File: config.mk
export PLATFORM = sky130hd
export DESIGN_NAME = bin2bcd_seq
export DESIGN_NICKNAME = d
export VERILOG_FILES = /design/src/rtl/bin2bcd_seq.sv
export SDC_FILE = /design/constraint.sdc
export NUM_CORES = 1
export LEC_CHECK = 0
export ABC_CLOCK_PERIOD_IN_PS = 2300
export BUFFER_PORTS_ARGS = -buffer_cell sky130_fd_sc_hd__buf_2
export CAP_MARGIN = 20
export CORE_ASPECT_RATIO = 2
export CORE_UTILIZATION = 36
export DETAILED_ROUTE_END_ITERATION = 7
export GPL_TIMING_DRIVEN = 0
export PLACE_DENSITY_LB_ADDON = 0.3
export SLEW_MARGIN = 30
export SYNTH_ARGS = -nofsm -noshare
export SYNTH_HDL_FRONTEND = slang
export SYNTH_SLANG_ARGS = --single-unit
File: constraint.sdc
create_clock -name Clk -period 2.3 [get_ports Clk]
set_input_delay 0.23 -clock Clk [delete_from_list [all_inputs] [get_ports Clk]]
set_output_delay 0.23 -clock Clk [all_outputs]
set_load 0.1 [all_outputs]
File: src/rtl/bin2bcd_seq.sv
// bin2bcd_seq: sequential double-dabble binary-to-BCD converter, one shift per clock.
// In signed mode the magnitude is converted and the sign is reported on Neg.
module bin2bcd_seq #(
   parameter int W      = 32,
   parameter int DIGITS = 10,
   parameter int SIGNED = 0
) (
   input  logic                Clk,
   input  logic                Rst_n,
   input  logic                Start,
   input  logic [W-1:0]        Bin,
   output logic                Busy,
   output logic                Done,
   output logic [4*DIGITS-1:0] Bcd,
   output logic                Neg,
   output logic                Ovf
);
   localparam int CW = $clog2(W + 1);
   localparam int BW = 4 * DIGITS;
   typedef enum logic {IDLE, SHIFT} state_t;
   state_t state, state_nxt;
   logic [W-1:0] mag;
   logic [BW-1:0] dig, adj, dig_sh;
   logic [CW-1:0] cnt;
   logic sticky, sign, last, in_neg, lost;
   always_comb begin
      in_neg = (SIGNED != 0) && Bin[W-1];
      last = cnt == CW'(W - 1);
      adj = dig;
      for (int i = 0; i < DIGITS; i++)
         adj[4*i+:4] = (dig[4*i+:4] >= 4'd5) ? dig[4*i+:4] + 4'd3 : dig[4*i+:4];
      dig_sh = {adj[BW-2:0], mag[W-1]};
      lost = adj[BW-1];
      state_nxt = (state == IDLE) ? (Start ? SHIFT : IDLE) : (last ? IDLE : SHIFT);
   end
   assign Busy = state == SHIFT;
   always_ff @(posedge Clk or negedge Rst_n)
      if (!Rst_n) state <= IDLE;
      else state <= state_nxt;
   // Bcd/Neg/Ovf are only written on the final shift so partial results never show.
   always_ff @(posedge Clk or negedge Rst_n) begin
      if (!Rst_n) begin
         mag <= '0;
         dig <= '0;
         cnt <= '0;
         sticky <= 1'b0;
         sign <= 1'b0;
         Done <= 1'b0;
         Bcd <= '0;
         Neg <= 1'b0;
         Ovf <= 1'b0;
      end else begin
         Done <= 1'b0;
         if (state == IDLE) begin
            if (Start) begin
               mag <= in_neg ? -Bin : Bin;
               sign <= in_neg;
               dig <= '0;
               sticky <= 1'b0;
               cnt <= '0;
            end
         end else begin
            mag <= {mag[W-2:0], 1'b0};
            dig <= dig_sh;
            sticky <= sticky | lost;
            cnt <= cnt + CW'(1);
            if (last) begin
               Bcd <= dig_sh;
               Neg <= sign;
               Ovf <= sticky | lost;
               Done <= 1'b1;
            end
         end
      end
   end
endmodule

==> results.json <==
{
  "holdCritStartpoint": "Bin[0]",
  "ys_ff_latch": 122,
  "finalWirelength_um": 14000,
  "postRouteAntennaNets": 0,
  "die_y_um": 183.1,
  "worstSkewPairLatency_ns": 0.41,
  "yosysTopAreaCellShare": 0.5173,
  "setup.worst_path.end": "mag[31]$_DFFE_PN0P_",
  "syn_nets": 613,
  "core.rowCount": 65,
  "antenna_found_initial": 0,
  "final.setup.worst_slack_ns": 0.3439,
  "worstMarginPinSlew_ns": 0.7391,
  "rsz0062_at_grt": "no",
  "avgSynthCellArea_um2": 10.60,
  "core_um2": 15860,
  "path_class": "reg2reg",
  "worst_clock_skew_ns": 0.009339,
  "yosys_warnings": 0,
  "arrival_ns": 2.28,
  "overflow": 0,
  "viasPerCell": 5.052,
  "vdd_drop_max_mv": 0.7636,
  "cp-startpoint": "Busy$_DFF_PN0_",
  "grt_start_max_net_pins": 75,
  "routed-via-count": 4385,
  "power_mw": 11.64,
  "status": "finished, final reports clean",
  "dp.cells": 835,
  "synth_cell_type_count": 33,
  "setup_violations": 0,
  "required_ns": 2.62,
  "cts_resized": 0,
  "htreeDepth": 4,
  "cts.sinks": 122,
  "routedWlPerCell_um": 16.13,
  "port_buffers": 76,
  "clockRootBuffer": "clkbuf_16",
  "layout-drive-gt1-share": 0.2069,
  "fin_setup_tns_ns": 0,
  "finalCritPeriodShare": 0.8505,
  "rrSetupSlack_ns": 0.34,
  "drtIter0Drc": 207,
  "rr_worst_depth": 5,
  "r2r-start": "Busy$_DFF_PN0_",
  "cp-end-kind": "flip-flop",
  "fmax_mhz": 511.2,
  "synthTopCellsByArea": "dfrtp_1, mux2i_1, o21ai_0",
  "antennaDiodeCount": 0,
  "first_global_vias": 4739,
  "maxCapViolations": 0,
  "grt_pass1_wl_um": 23060,
  "die_w_um": 92.54,
  "hold_class": "in2reg",
  "ios": 79,
  "netlist_instances": 557,
  "regArea_um2": 3053,
  "cts_setup_buffers": 0,
  "clk_pin_slew_worst_paths_ns": 0.05,
  "p_per_area_nw_per_um2": 1625,
  "hpwl_um": 10180,
  "worst_r2r_endpoint": "mag[31]$_DFFE_PN0P_",
  "grt_usage": 0.1767,
  "yosysTopAreaCell": "dfrtp_1",
  "initial_core_util": 0.3721,
  "instances_no_fill": 868,
  "finalHoldViolations": 0,
  "multi_input_area_um2": 2601,
  "cts_buffers": 17,
  "cts_tree": "done",
  "drv_slew": 0,
  "finalNetCount": 710,
  "drc_errors": 0,
  "slew_headroom": 0.5073,
  "first_pass_iters": 4,
  "cts_hold_buf": 1,
  "clk_path_buf_depth": 2,
  "power_leakage_nw": 3.630,
  "cp_max_fo": 10,
  "min_period_ns": 1.956,
  "gp_congestion": 0.8234,
  "area_growth_syn_to_layout_pct": 21.35,
  "n_fill_cell": 1517,
  "place_ws_ns": 0.3371,
  "final_core_util": 0.4516,
  "die_area_um2": 16940,
  "synth_area_um2": 5902,
  "synth-seq-area-share": 0.5173,
  "crit_path_start_kind": "flip-flop"
}
-- worst min-delay path by stage --
stage	slack [ns]	cells past startpoint	endpoint
2_1_floorplan	-0.07	0	Bcd[0]$_DFFE_PN0P_
3_3_place_gp	0.46	2	Bcd[12]$_DFFE_PN0P_
3_5_place_dp	0.17	1	Bcd[37]$_DFFE_PN0P_
4_1_cts	0.06	3	mag[0]$_DFFE_PN0P_
5_1_grt	0.06	3	mag[0]$_DFFE_PN0P_
6_report	0.07	3	mag[0]$_DFFE_PN0P_
-- worst max-delay path: stages (launching register included) --
cell,delay (ns)
dfrtp_1,0.37
clkbuf_1,0.32
clkbuf_1,0.37
clkbuf_1,0.49
nand2_1,0.19
o21ai_0,0.12
-- cell type report --
type                            count  area share
Timing Repair Buffer               78     0.05975
Tap cell                          201     0.03512
Inverter                           22     0.01328
Clock buffer                       20     0.06377
Buffer                             30     0.02131
Clock inverter                     12     0.01730
Multi-Input combinational cell    383      0.3632
Sequential cell                   122      0.4263
-- sequential cells by signal, summed over array words and instances (netlist names) --
| name | flops |
|---|---|
| Bcd | 40 |
| Busy | 1 |
| Done | 1 |
| Ovf | 1 |
| cnt | 6 |
| dig | 40 |
| mag | 32 |
| sticky | 1 |
-- Yosys cell counts (all sizes together) --
| master | instances |
|---|---|
| or4b | 1 |
| dfrtp | 122 |
| a22o | 2 |
| nand2b | 13 |
| xor2 | 1 |
| a21oi | 30 |
| nand2 | 94 |
| mux2 | 14 |
| mux2i | 69 |
| nand3 | 2 |
| or2b | 1 |
| o21ai | 71 |
| clkinv | 1 |
| clkbuf | 16 |
| buf | 14 |
| xnor2 | 11 |
| nand4 | 1 |
| o211ai | 1 |
| inv | 21 |
| o31ai | 3 |
| conb | 1 |
| nor2 | 4 |
| a21o | 12 |
| nor3b | 28 |
| nor3 | 3 |
| ha | 21 |
-- where the power goes --
group | total [mW] | internal (mW) | switching, mW | leakage, nW
clock | 2.60 | 1.64 | 0.961 | 0.278
combinational | 5.38 | 1.62 | 3.76 | 1.77
sequential | 3.66 | 3.00 | 0.652 | 1.58
-- kinds of logic after synthesis --
| group | count (synthesis) | synth area share |
|---|---|---|
| xor gates and xnor gates | 12 | 0.01781 |
| other | 1 | 0.0006354 |
| adders and majority gates | 21 | 0.04452 |
| buffers and inverters | 52 | 0.04198 |
| muxes | 83 | 0.1482 |
| AOI/OAI and AO/OA | 119 | 0.1090 |
| and+or+nand+nor | 147 | 0.1206 |
| DFF | 122 | 0.5173 |
-- cells in the final DEF, fill, tap and decap left out, types with 2 or more instances in the layout --
cell type,Yosys,final
o31ai_1,3,3
xnor2_1,11,11
clkbuf_2,2,2
nand2_1,94,94
mux2_4,7,7
a21o_1,12,12
nor3_1,3,3
inv_1,20,20
o21ai_0,71,71
buf_2,8,83
mux2_2,7,7
ha_1,21,21
nand3_1,2,2
a22o_1,2,2
clkbuf_1,14,15
clkbuf_16,0,17
clkbuf_8,0,2
clkinv_2,0,5
nor3b_1,28,28
clkinvlp_4,0,4
bufinv_16,0,2
mux2i_1,69,69
nor2_1,4,4
buf_1,3,3
a21oi_1,30,30
nand2b_1,13,13
dfrtp_1,122,122
-- stage by stage --
| step | instance area [um^2] | hold slack [ns] |
|---|---|---|
| after floorplan | 5902 | -0.06559 |
| after global placement | 6534 | 0.4608 |
| after detailed placement | 6571 | 0.1666 |
| after CTS | 7162 | 0.05677 |
| after global routing | 7162 | 0.05750 |
| final | 7162 | 0.06818 |
-- routing by layer --
layer  global-route usage  wire [um]
met4              0.08375        360
met5                    0          0
met2               0.3327       7847
met1               0.1830       5393
met3              0.03400        403
Power figures use the tool's default switching activity.
